==> src/rtl/dmem_port_arbiter_if.sv <==
// Requester-side and memory-side signal bundle for dmem_port_arbiter.
// The arbiter connects through the slave modport; requesters and memory use master.
interface dmem_port_arbiter_if #(
  parameter int AW = 32,
  parameter int DW = 32
);
  logic          req0, req1;
  logic          we0, we1;
  logic [AW-1:0] addr0, addr1;
  logic [DW-1:0] wdata0, wdata1;
  logic          gnt0, gnt1;
  logic          done0, done1;
  logic [DW-1:0] rdata0, rdata1;
  logic          m_en;
  logic          m_we;
  logic [AW-1:0] m_addr;
  logic [DW-1:0] m_wdata;
  logic [DW-1:0] m_rdata;

  modport slave (
    input  req0, req1, we0, we1, addr0, addr1, wdata0, wdata1, m_rdata,
    output gnt0, gnt1, done0, done1, rdata0, rdata1, m_en, m_we, m_addr, m_wdata
  );

  modport master (
    output req0, req1, we0, we1, addr0, addr1, wdata0, wdata1, m_rdata,
    input  gnt0, gnt1, done0, done1, rdata0, rdata1, m_en, m_we, m_addr, m_wdata
  );
endinterface

==> src/rtl/dmem_port_arbiter.sv <==
// Two-port arbiter and sequencer for the single-port data memory / I/O window.
// Build option DMEM_ARB_CPU_PRIORITY_EN: fixed port-0 priority with a port-1 starvation guard.
module dmem_port_arbiter #(
  parameter int AW = 32,
  parameter int DW = 32
`ifdef DMEM_ARB_CPU_PRIORITY_EN
  , parameter int STARVE_LIMIT = 8
`endif
) (
  input  logic               dmem_clk,
  input  logic               reset,
  dmem_port_arbiter_if.slave bus
);

  typedef enum logic [1:0] {IDLE, ISSUE, WAIT} state_t;

  state_t        state, state_nx;
  logic          grant, win;
  logic          gnt0, gnt1;
  logic          owner, own_we;
  logic          done0_q, done1_q;
  logic          m_en_q, m_we_q;
  logic [AW-1:0] m_addr_q;
  logic [DW-1:0] m_wdata_q;
  logic [DW-1:0] rdata0_q, rdata1_q;

`ifdef DMEM_ARB_CPU_PRIORITY_EN
  localparam logic [7:0] LIMIT = 8'(STARVE_LIMIT);
  logic [7:0] starve_cnt;

  // Port 0 wins unless port 1 has been passed over LIMIT times in a row.
  always_comb win = bus.req1 & (~bus.req0 | (starve_cnt >= LIMIT));

  always_ff @(posedge dmem_clk) begin
    if (reset || !bus.req1 || gnt1)
      starve_cnt <= '0;
    else if (state == IDLE && starve_cnt != 8'hFF)
      starve_cnt <= starve_cnt + 8'd1;
  end
`else
  logic last;

  // On a tie the port that did not win last time goes next.
  always_comb win = (bus.req0 & bus.req1) ? ~last : bus.req1;

  always_ff @(posedge dmem_clk) begin
    if (reset)
      last <= 1'b1;
    else if (grant)
      last <= win;
  end
`endif

  always_ff @(posedge dmem_clk) begin
    // NOTE: sequential state uses non-blocking assignments so every register samples pre-edge values.
    if (reset)
      state <= IDLE;
    else
      state <= state_nx;
  end

  always_comb begin
    // NOTE: defaults first so no branch leaves an output unassigned and infers a latch.
    state_nx = state;
    grant    = 1'b0;
    gnt0     = 1'b0;
    gnt1     = 1'b0;
    case (state)
      IDLE: begin
        if (bus.req0 | bus.req1) begin
          grant    = 1'b1;
          gnt0     = ~win;
          gnt1     = win;
          state_nx = ISSUE;
        end
      end
      ISSUE:   state_nx = own_we ? IDLE : WAIT;
      WAIT:    state_nx = IDLE;
      default: state_nx = IDLE;
    endcase
  end

  always_ff @(posedge dmem_clk) begin
    if (reset) begin
      owner     <= 1'b0;
      own_we    <= 1'b0;
      done0_q   <= 1'b0;
      done1_q   <= 1'b0;
      m_en_q    <= 1'b0;
      m_we_q    <= 1'b0;
      m_addr_q  <= '0;
      m_wdata_q <= '0;
      rdata0_q  <= '0;
      rdata1_q  <= '0;
    end else begin
      done0_q <= 1'b0;
      done1_q <= 1'b0;
      m_en_q  <= 1'b0;
      m_we_q  <= 1'b0;
      if (grant) begin
        owner     <= win;
        own_we    <= win ? bus.we1 : bus.we0;
        m_en_q    <= 1'b1;
        m_we_q    <= win ? bus.we1 : bus.we0;
        m_addr_q  <= win ? bus.addr1 : bus.addr0;
        m_wdata_q <= win ? bus.wdata1 : bus.wdata0;
      end
      if (state == ISSUE && own_we) begin
        done0_q <= ~owner;
        done1_q <= owner;
      end
      // Read data arrives the cycle after the strobe; only the owner's rdata moves.
      if (state == WAIT) begin
        done0_q <= ~owner;
        done1_q <= owner;
        if (owner)
          rdata1_q <= bus.m_rdata;
        else
          rdata0_q <= bus.m_rdata;
      end
    end
  end

  assign bus.gnt0    = gnt0;
  assign bus.gnt1    = gnt1;
  assign bus.done0   = done0_q;
  assign bus.done1   = done1_q;
  assign bus.rdata0  = rdata0_q;
  assign bus.rdata1  = rdata1_q;
  assign bus.m_en    = m_en_q;
  assign bus.m_we    = m_we_q;
  assign bus.m_addr  = m_addr_q;
  assign bus.m_wdata = m_wdata_q;

endmodule

==> src/flat_wrapper.sv <==
// flat-port wrapper written by rule: the top's interface ports become plain ports
module dmem_port_arbiter_flat 
#(
  parameter int AW = 32,
  parameter int DW = 32

)
  (dmem_clk, reset, bus_req0, bus_req1, bus_we0, bus_we1, bus_addr0, bus_addr1, bus_wdata0, bus_wdata1, bus_m_rdata, bus_gnt0, bus_gnt1, bus_done0, bus_done1, bus_rdata0, bus_rdata1, bus_m_en, bus_m_we, bus_m_addr, bus_m_wdata);
  dmem_port_arbiter_if #(.AW(AW), .DW(DW)) bus_i ();
  input  logic dmem_clk;
  input  logic reset;
  input wire logic [$bits(bus_i.req0)-1:0] bus_req0;
  input wire logic [$bits(bus_i.req1)-1:0] bus_req1;
  input wire logic [$bits(bus_i.we0)-1:0] bus_we0;
  input wire logic [$bits(bus_i.we1)-1:0] bus_we1;
  input wire logic [$bits(bus_i.addr0)-1:0] bus_addr0;
  input wire logic [$bits(bus_i.addr1)-1:0] bus_addr1;
  input wire logic [$bits(bus_i.wdata0)-1:0] bus_wdata0;
  input wire logic [$bits(bus_i.wdata1)-1:0] bus_wdata1;
  input wire logic [$bits(bus_i.m_rdata)-1:0] bus_m_rdata;
  output wire logic [$bits(bus_i.gnt0)-1:0] bus_gnt0;
  output wire logic [$bits(bus_i.gnt1)-1:0] bus_gnt1;
  output wire logic [$bits(bus_i.done0)-1:0] bus_done0;
  output wire logic [$bits(bus_i.done1)-1:0] bus_done1;
  output wire logic [$bits(bus_i.rdata0)-1:0] bus_rdata0;
  output wire logic [$bits(bus_i.rdata1)-1:0] bus_rdata1;
  output wire logic [$bits(bus_i.m_en)-1:0] bus_m_en;
  output wire logic [$bits(bus_i.m_we)-1:0] bus_m_we;
  output wire logic [$bits(bus_i.m_addr)-1:0] bus_m_addr;
  output wire logic [$bits(bus_i.m_wdata)-1:0] bus_m_wdata;
  assign bus_i.req0 = bus_req0;
  assign bus_i.req1 = bus_req1;
  assign bus_i.we0 = bus_we0;
  assign bus_i.we1 = bus_we1;
  assign bus_i.addr0 = bus_addr0;
  assign bus_i.addr1 = bus_addr1;
  assign bus_i.wdata0 = bus_wdata0;
  assign bus_i.wdata1 = bus_wdata1;
  assign bus_i.m_rdata = bus_m_rdata;
  assign bus_gnt0 = bus_i.gnt0;
  assign bus_gnt1 = bus_i.gnt1;
  assign bus_done0 = bus_i.done0;
  assign bus_done1 = bus_i.done1;
  assign bus_rdata0 = bus_i.rdata0;
  assign bus_rdata1 = bus_i.rdata1;
  assign bus_m_en = bus_i.m_en;
  assign bus_m_we = bus_i.m_we;
  assign bus_m_addr = bus_i.m_addr;
  assign bus_m_wdata = bus_i.m_wdata;
  dmem_port_arbiter #(.AW(AW), .DW(DW)) u_core (.dmem_clk(dmem_clk), .reset(reset), .bus(bus_i));
endmodule
==> config.mk <==
export PLATFORM = sky130hd
export DESIGN_NAME = dmem_port_arbiter_flat
export DESIGN_NICKNAME = d
export VERILOG_FILES = /design/src/rtl/dmem_port_arbiter_if.sv /design/src/rtl/dmem_port_arbiter.sv /design/src/flat_wrapper.sv
export SDC_FILE = /design/constraint.sdc
export NUM_CORES = 1
export LEC_CHECK = 0
export BUFFER_PORTS_ARGS = -buffer_cell sky130_fd_sc_hd__buf_2
export CAP_MARGIN = 30
export CORE_ASPECT_RATIO = 1.75
export CORE_MARGIN = 3
export CORE_UTILIZATION = 41
export CTS_CLUSTER_DIAMETER = 50
export DETAILED_ROUTE_END_ITERATION = 12
export GPL_TIMING_DRIVEN = 0
export PLACE_DENSITY = 0.77
export SYNTH_ARGS = -nofsm -noshare
export SYNTH_HDL_FRONTEND = slang
export SYNTH_SLANG_ARGS = --single-unit
==> constraint.sdc <==
create_clock -name dmem_clk -period 1.35 [get_ports dmem_clk]
set_input_delay 0.2025 -clock dmem_clk [delete_from_list [all_inputs] [get_ports dmem_clk]]
set_output_delay 0.2025 -clock dmem_clk [all_outputs]
set_load 0.05 [all_outputs]
==> metrics.yaml <==
route:
  drt_iter0_markers: 285
  vias: 6641
  avgViaCountPerCell: 5.479
  drt_first_pass_iters: 5
  drc: 0
  wl_microns: 21240
  wl_per_cell_microns: 17.52
  ant_nets: 0
floorplanning:
  start_util_pct: 41.89
  fp.dieH_microns: 161.1
  die_w_microns: 94.63
  num_rows: 56
  io_pins: 300
  die_area_sq_um: 15240
  core_sq_um: 13450
finish:
  drive_gt1_share_pct: 45.42
  area_growth_pct: 50.51
  fin_nets: 1190
critical_path:
  cp_data_required_time_ns: 1.15
  worstPathArrival_ns: 1.41
  critical_path_peak_fanout: 4
  startpoint: "u_core.state[0]"
  rr_worst_depth: 6
  cp-start-kind: "register"
  endpoint_kind: "primary output"
  rr_startpoint: "u_core.state[0]"
  crit_type: "reg -> out"
yosys:
  synth-seq-cells: 137
  synth_ff_type: "dfxtp_1"
  synthCells: 694
  synthTopCellsByArea: "dfxtp_1 (49%), nand2_1 (8.7%), a31oi_1 (7.0%), nand4_1 (7.0%), a21oi_1 (6.0%)"
  synth_edf_count: 0
  synth.cell_area_sq_um: 5635
  synth_nets: 860
  synth_cell_types: 32
  yosys-top-cells-count: "dfxtp_1 (137), nand2_1 (130), a21oi_1 (68)"
  synth_area_leader_cell: "dfxtp_1"
  ys_seq_area_share_pct: 48.67
  yosysWarnings: 0
  synth_top_cell_area_share_pct: 48.67
  synth_most_common_cell: "dfxtp_1"
  ys_async_sr_fraction_pct: 0
  syn_avg_cell_area_sq_um: 8.120
hold_path:
  hold_path_depth: 3
  min_from: "bus_m_rdata[27]"
  hold_path.class: "in -> reg"
sta:
  layout_setup_ws_ns: -0.2587
  fin_crit_ns: 1.609
  slew_headroom_pct: 45.35
  period_share_pct: 119.2
  fmax_ghz: 0.6216
  hold_ws_ns: 0.04224
  worst_pin_slew_ns: 0.8197
  hold_viol: 0
  fin_skew_ns: 0.01358
  finalSetupViolCount: 98
  drv_slew: 0
  rsz0062_at_grt: "yes"
global_route:
  grt_max_degree: 17
  grt_overflow_total: 0
  antenna_found_initial: 1
  grt_pass1_vias: 6440
  grt.total_usage_pct: 26.71
  grt_pass1_wl_microns: 32460
clock_network:
  cts_tree: "done"
  clock-root-buffer: "clkbuf_16"
  cts_sinks: 137
  clockBufferDepth: 2
  clk_latency_ns: 0.41
  clkTransAtPathRegs_ns: 0.06
  cts_buffers: 17
  htree_levels: 4
flow_run:
  cap_violations: 0
run_status:
  status: "finished with violations"
  violations: "negative setup slack"
placement:
  globalplace.congestion: 0.9416
  pre_cts_ws_ns: -0.3438
  io_buffer_count: 298
  dpl.hpwl_microns: 15530
power_and_ir_drop:
  power_per_cell_area_nw_per_um2: 1379
  p_leak_nw: 3.663
  ir_drop_v: 0.0008788
==> cell type report <==
cell class | count | area [sq um]
Antenna cell | 1 | 2.502
Inverter | 1 | 3.754
Clock inverter | 15 | 135.1
Multi-Input combinational cell | 476 | 2700
Fill cell | 1259 | 4971
Tap cell | 174 | 217.7
Buffer | 77 | 579.3
Sequential cell | 137 | 2754
Timing Repair Buffer | 314 | 1664
Clock buffer | 17 | 425.4
==> where the power goes <==
group	internal [W]	switching [W]	total [W]
sequential	0.00429	0.000162	0.00445
combinational	0.000930	0.00187	0.00280
clock	0.00243	0.00202	0.00444
==> cells in the final DEF (no fill, tap or decap), types with 18 or more instances in the layout <==
cell type and count:
clkbuf_1 23, nand4_1 63, nand3_1 63, buf_2 311, buf_4 25, clkbuf_16 18, nand2_1 129, o21ai_2 54
dfxtp_1 134, a21oi_1 68, a31oi_1 63
==> worst max-delay path, stage by stage (launching register included) <==
cell and delay, ns:
dfxtp_4 0.35, nor2_4 0.11, buf_6 0.13, buf_8 0.09
and3_4 0.18, buf_8 0.14
==> registers in the layout, indices dropped and copies added (netlist names) <==
name                flops
u_core.bus.m_addr      32
u_core.last             1
u_core.owner            1
u_core.bus.m_wdata     32
u_core.bus.m_we         1
u_core.bus.rdata1      32
u_core.state            2
u_core.own_we           1
u_core.bus.done0        1
u_core.bus.rdata0      32
u_core.bus.m_en         1
u_core.bus.done1        1
==> path summary, 6_finish.rpt <==
check / endpoint / slack [ns]
setup / recovery: bus_gnt0 / -0.26
hold / removal: u_core.bus.rdata1[27] / 0.04
setup reg to reg: u_core.bus.m_wdata[8] / -0.18
hold reg to reg: u_core.bus.rdata1[6] / 0.45
==> cell families (layout without fill, tap and decap cells) <==
family,count (synthesis),after routing,synth area share (%)
buf+inv,81,424,8.059
flops,137,137,48.67
compound gates,199,199,19.34
mux,2,2,0.3553
simple gates,275,275,23.58
other cells,0,1,0
==> metal layers <==
layer	track usage (%)	wire, microns
met3	5.918	1496
met5	0	0
met2	47.41	11320
met1	29.80	7688
met4	11.83	731
==> per-stage QoR <==
stage	instances	power [W]	cell area (sq um)	setup TNS, ns	util (%)
2_1_floorplan	694	0.006144	5640	0	-
3_3_place_gp	1166	0.006934	7350	-4.549	54.63
3_5_place_dp	1166	0.006952	7350	-7.573	54.63
4_1_cts	1209	0.01169	8318	-8.154	61.83
5_1_grt	1212	0.01213	8482	-12.03	63.05
6_report	1212	0.01170	8482	-6.332	63.05
==> timing repair <==
action	in CTS	in global routing
gates cloned	2	1
hold buffers	0	0
pin swaps	7	6
setup endpoints to repair	128	129
buffers inserted	11	2
gates resized for setup	127	49
Power figures use the tool's default switching activity.
